--- config.mk ---
export PLATFORM = sky130hd
export DESIGN_NAME = bcd_scan_driver
export DESIGN_NICKNAME = d
export VERILOG_FILES = /design/src/rtl/bcd_scan_driver.sv
export SDC_FILE = /design/constraint.sdc
export NUM_CORES = 1
export LEC_CHECK = 0
export BUFFER_PORTS_ARGS = -buffer_cell sky130_fd_sc_hd__buf_2
export CORE_ASPECT_RATIO = 1.75
export CORE_MARGIN = 4
export CORE_UTILIZATION = 39
export DETAILED_ROUTE_END_ITERATION = 16
export PLACE_DENSITY = 0.61
export RECOVER_POWER = 50
export SLEW_MARGIN = 10
export SYNTH_ARGS = -nofsm -noshare
export SYNTH_HDL_FRONTEND = slang
export SYNTH_SLANG_ARGS = --single-unit
--- constraint.sdc ---
create_clock -name clk -period 4 [get_ports clk]
set_input_delay 0.4 -clock clk [delete_from_list [all_inputs] [get_ports clk]]
set_output_delay 0.4 -clock clk [all_outputs]
set_load 0.03 [all_outputs]
--- src/rtl/bcd_scan_driver.sv ---
// rtl/bcd_scan_driver.sv - two-digit multiplexed seven-segment scan driver
// Double-buffered BCD digits, guard gaps between digits, registered active-low outputs.
module bcd_scan_driver #(
   parameter int REFRESH_DIV = 50000,
   parameter int GAP_CYCLES  = 16,
   parameter bit BLANK_LZ    = 1'b1
) (
   input  logic       clk,
   input  logic       rst_n,
   input  logic [3:0] tens,
   input  logic [3:0] ones,
   input  logic       load,
   input  logic       blank,
   output logic [6:0] seg,
   output logic [1:0] an,
   output logic       frame_tick
);

   localparam int MAXD = (REFRESH_DIV > GAP_CYCLES) ? REFRESH_DIV : GAP_CYCLES;
   localparam int CW   = $clog2(MAXD);
   localparam logic [CW-1:0] LIT_LAST = CW'(REFRESH_DIV - 1);
   localparam logic [CW-1:0] GAP_LAST = CW'(GAP_CYCLES - 1);

   typedef enum logic [1:0] {
      S_ONES = 2'd0,
      S_GAP0 = 2'd1,
      S_TENS = 2'd2,
      S_GAP1 = 2'd3
   } state_t;

   state_t        state, nstate;
   logic [CW-1:0] cnt;
   logic [3:0]    pend_t, pend_o, disp_t, disp_o;
   logic          pend_vld;
   logic [3:0]    nd_t, nd_o;
   logic          last, boundary;
   logic [6:0]    nseg;
   logic [1:0]    nan;

   function automatic logic [6:0] decode(input logic [3:0] d);
      case (d)
         4'd0:    decode = 7'h40;
         4'd1:    decode = 7'h79;
         4'd2:    decode = 7'h24;
         4'd3:    decode = 7'h30;
         4'd4:    decode = 7'h19;
         4'd5:    decode = 7'h12;
         4'd6:    decode = 7'h02;
         4'd7:    decode = 7'h78;
         4'd8:    decode = 7'h00;
         4'd9:    decode = 7'h10;
         default: decode = 7'h3F;
      endcase
   endfunction

   always_comb begin
      last     = (state == S_ONES || state == S_TENS) ? (cnt == LIT_LAST) : (cnt == GAP_LAST);
      boundary = last && (state == S_GAP1);
      nstate   = state;
      if (last) begin
         case (state)
            S_ONES:  nstate = S_GAP0;
            S_GAP0:  nstate = S_TENS;
            S_TENS:  nstate = S_GAP1;
            default: nstate = S_ONES;
         endcase
      end

      // A load landing on the boundary edge bypasses the pending buffer.
      nd_t = disp_t;
      nd_o = disp_o;
      if (boundary) begin
         if (load) begin
            nd_t = tens;
            nd_o = ones;
         end else if (pend_vld) begin
            nd_t = pend_t;
            nd_o = pend_o;
         end
      end

      nan  = 2'b11;
      nseg = 7'h7F;
      if (!blank) begin
         if (nstate == S_ONES) begin
            nan  = 2'b10;
            nseg = decode(nd_o);
         end else if (nstate == S_TENS && !(BLANK_LZ && nd_t == 4'd0)) begin
            nan  = 2'b01;
            nseg = decode(nd_t);
         end
      end
   end

   always_ff @(posedge clk or negedge rst_n) begin
      if (!rst_n) begin
         state      <= S_GAP1;
         cnt        <= '0;
         pend_t     <= 4'd0;
         pend_o     <= 4'd0;
         pend_vld   <= 1'b0;
         disp_t     <= 4'd0;
         disp_o     <= 4'd0;
         seg        <= 7'h7F;
         an         <= 2'b11;
         frame_tick <= 1'b0;
      end else begin
         state      <= nstate;
         cnt        <= last ? '0 : cnt + 1'b1;
         disp_t     <= nd_t;
         disp_o     <= nd_o;
         if (load) begin
            pend_t <= tens;
            pend_o <= ones;
         end
         pend_vld   <= boundary ? 1'b0 : (load ? 1'b1 : pend_vld);
         seg        <= nseg;
         an         <= nan;
         frame_tick <= boundary;
      end
   end

endmodule

==> impl_results.md <==
* Status: finished, violations left
* Failing checks: max-capacitance violations, max-slew violations
* Setup_tns at 0 ns
* Placer Congestion at 0.759
* Crit-path slowest cell: dfstp_2
* Startpoint types: register
* Share of cells above drive strength 1 at 0.234
* Die height at 111 µm
* Largest net degree at the start of global routing at 46
* Cell family with most CP delay: simple AND/OR/NAND/NOR gates
* CP max FO at 12
* CP peak stage delay at 0.59 ns
* First-pass GRT wire length at 8360 µm
* Cell Area, Synth at 2370 µm²
* Core ar. at 5880 µm²
* Htree depth at 2
* GR peak layer: met2
* Drt pass-1 iters at 4
* Rows at 37
* Mean Syn Cell Area at 10.9 µm²
* Cts hold-fix bufs at 0
* Max Transition Viols Final at 46
* Root Buffer: clkbuf_8
* Vias in the first global route at 1819
* Met1 global-route usage at 0.146
* Clk sink count at 45
* Unique masters post-synth at 47
* CTS Buf Count at 5
* Final setup viols at 0
* Initial DRC Count at 60
* Fin crit share at 0.840
* Fin crit period at 3.36 ns
* Number of antenna violations at the first check in global routing at 0
* Clock latency on the worst-skew pair at 0.30 ns
* Peak supply drop at 0.000147 V
* CP cell instances: or4b_1 > mux2_4 > nor4_4 > mux2_2 > o21ai_0 > nand2_1 > o32a_1
* Post-synthesis compound-gate area fraction at 0.122
* Setup CP Type: reg2reg
* Residual DRC at 0
* Arrival @ worst endpoint at 3.59 ns
* Num ports at 22
* WP buf/inv at 0
* Via/cell ratio at 5.23
* Diodes inserted at 0
* Sequential-to-total area share from yosys stat at 0.480
* Crit. End Element: register
* Final nets at 268
* DP Worst Slack at 0.609 ns
* Fmax at 298 MHz
* Worst Path Required at 4.23 ns
* Syn Inst Count at 218
* Ys async rst share at 1.00
* Reg clk slew, reported paths at 0.09 ns
* WL per Instance at 15.1 µm
* CTS tree: done
* HPWL after DPL at 3750 µm
* Grt ovf at 0
* Max_slew headroom at -0.575
* P per Cell Area at 317 nW/µm²
* Adder-cell share of the synthesized area at 0.0685
* PnR worst setup slack at 0.641 ns
* Post-synthesis mux area share at 0.0843
* Skew final at 0.00374 ns
* Final hold viol count at 0
* Antenna-violating nets left at 0
* Lkg Pwr at 0.00119 µW
* Hold crit path type: in2reg
* GRT Util Overall at 0.147
* Top_reg_cell synth: dfrtp_1
* Simple-Gate Fraction of Synth Area at 0.157
* Largest family of logic cells by synthesized area: simple AND/OR/NAND/NOR gates
* #FFs+latches synth at 45
* Final wirelength at 4870 µm
* Initial Util at 0.404
* Number of port buffers at 21
* Post-synth EDFFs at 0
* Max cap viols at 1
* RSZ-0062 raised after global routing: false
* Post-CTS setup buffer count at 0
* YS warnings at 0
* PostCTS Resize Cnt at 0
* Worst Tran Pin Value at 2.36 ns
* Clock tree buffer depth at 2
* Die Footprint at 7450 µm²
* Area growth syn-to-layout at 11.6%
* XOR/XNOR Fraction of Synth Area at 0.0516
* Die width at 67.0 µm
* Met3 GRT Util at 0.0254
* Post-Syn Nets at 243
* Met2 Track Usage GR at 0.279
* Via count of the routed design at 1684
-- kinds of logic after synthesis --
group / count (synthesis)
compound gates: 38
xor+xnor: 14
fa+ha+maj: 13
buf+inv: 21
flops: 45
mux: 18
simple gates: 69
-- stage by stage --
stage	area (µm²)	utilization	power (µW)	instances	hold slack [ns]
after floorplan	2370	-	537	218	0.104
after CTS	2650	0.451	856	322	0.296
after global routing	2650	0.451	877	322	0.346
after global placement	2570	0.436	568	314	0.479
after detailed placement	2570	0.436	568	314	0.489
final	2650	0.451	842	322	0.342
-- layer usage --
layer,vias to the layer above,routed length (µm)
met3,13,90
li1,815,-
met2,22,2920
met1,834,1710
met4,0,142
met5,-,0
-- sequential cells by signal (all words and copies together) (netlist names) --
name	count
pend_vld	1
pend_t	4
seg	7
frame_tick	1
pend_o	4
disp_t	4
cnt	16
an	2
disp_o	4
state	2
-- final cells by class --
cell class | instances | area (µm²)
multi-input combinational | 152 | 1150
inverter | 17 | 68.8
clock buffer | 6 | 72.6
clock inverter | 2 | 15.0
sequential | 45 | 1140
tap | 78 | 97.6
timing repair buffer | 22 | 110
fill | 599 | 3230
-- cell usage in the layout, fill, tap and decap left out, types with 7 or more instances in the layout --
| master | instances |
|---|---|
| a21oi_1 | 9 |
| buf_2 | 19 |
| dfrtp_1 | 34 |
| dfstp_2 | 11 |
| ha_1 | 13 |
| inv_1 | 14 |
| mux2_1 | 7 |
| nand2_1 | 12 |
| nand3_1 | 11 |
| nor2_1 | 17 |
| xor2_1 | 8 |
-- synthesized netlist by cell type, types with 2 or more instances --
| master | number | share of area |
|---|---|---|
| inv_4 | 2 | 0.0053 |
| o211ai_1 | 3 | 0.0095 |
| ha_1 | 13 | 0.068 |
| xor2_1 | 8 | 0.030 |
| o21ai_4 | 3 | 0.021 |
| and3_1 | 5 | 0.013 |
| dfstp_2 | 11 | 0.12 |
| nor4_1 | 2 | 0.0053 |
| nor3_1 | 4 | 0.0084 |
| inv_1 | 14 | 0.022 |
| dfrtp_1 | 34 | 0.36 |
| clkbuf_1 | 3 | 0.0047 |
| nor2_1 | 17 | 0.027 |
| and2_1 | 2 | 0.0053 |
| o21ai_0 | 6 | 0.013 |
| xnor2_1 | 6 | 0.022 |
| nand2_1 | 12 | 0.019 |
| a31oi_1 | 2 | 0.0053 |
| a21oi_1 | 9 | 0.019 |
| a21o_1 | 3 | 0.0095 |
| o2111ai_1 | 2 | 0.0074 |
| a31o_2 | 3 | 0.011 |
| nor2b_1 | 2 | 0.0053 |
| mux2i_1 | 5 | 0.021 |
| nand4_1 | 4 | 0.011 |
| mux2_2 | 12 | 0.057 |
| nand3_1 | 11 | 0.023 |
-- path summary, 6_finish.rpt --
path	slack [ns]	cells after the start	to	from
worst max-delay path	0.64	7	seg[3]	state[0]
max in group asynchronous	1.86	1	cnt[12]	rst_n
worst min register to register	0.50	1	pend_o[0]	pend_o[0]
min in group asynchronous	0.81	1	pend_t[0]	rst_n
worst max register to register	0.64	7	seg[3]	state[0]
worst min-delay path	0.34	2	pend_o[0]	ones[0]
-- power breakdown --
part / leakage, µW / total, µW / internal [µW] / switching, µW
Clock: 0.0000374 / 287 / 123 / 164
Sequential: 0.000549 / 479 / 475 / 3.94
Combinational: 0.000601 / 75.7 / 25.6 / 50.1
Power figures use the tool's default switching activity.
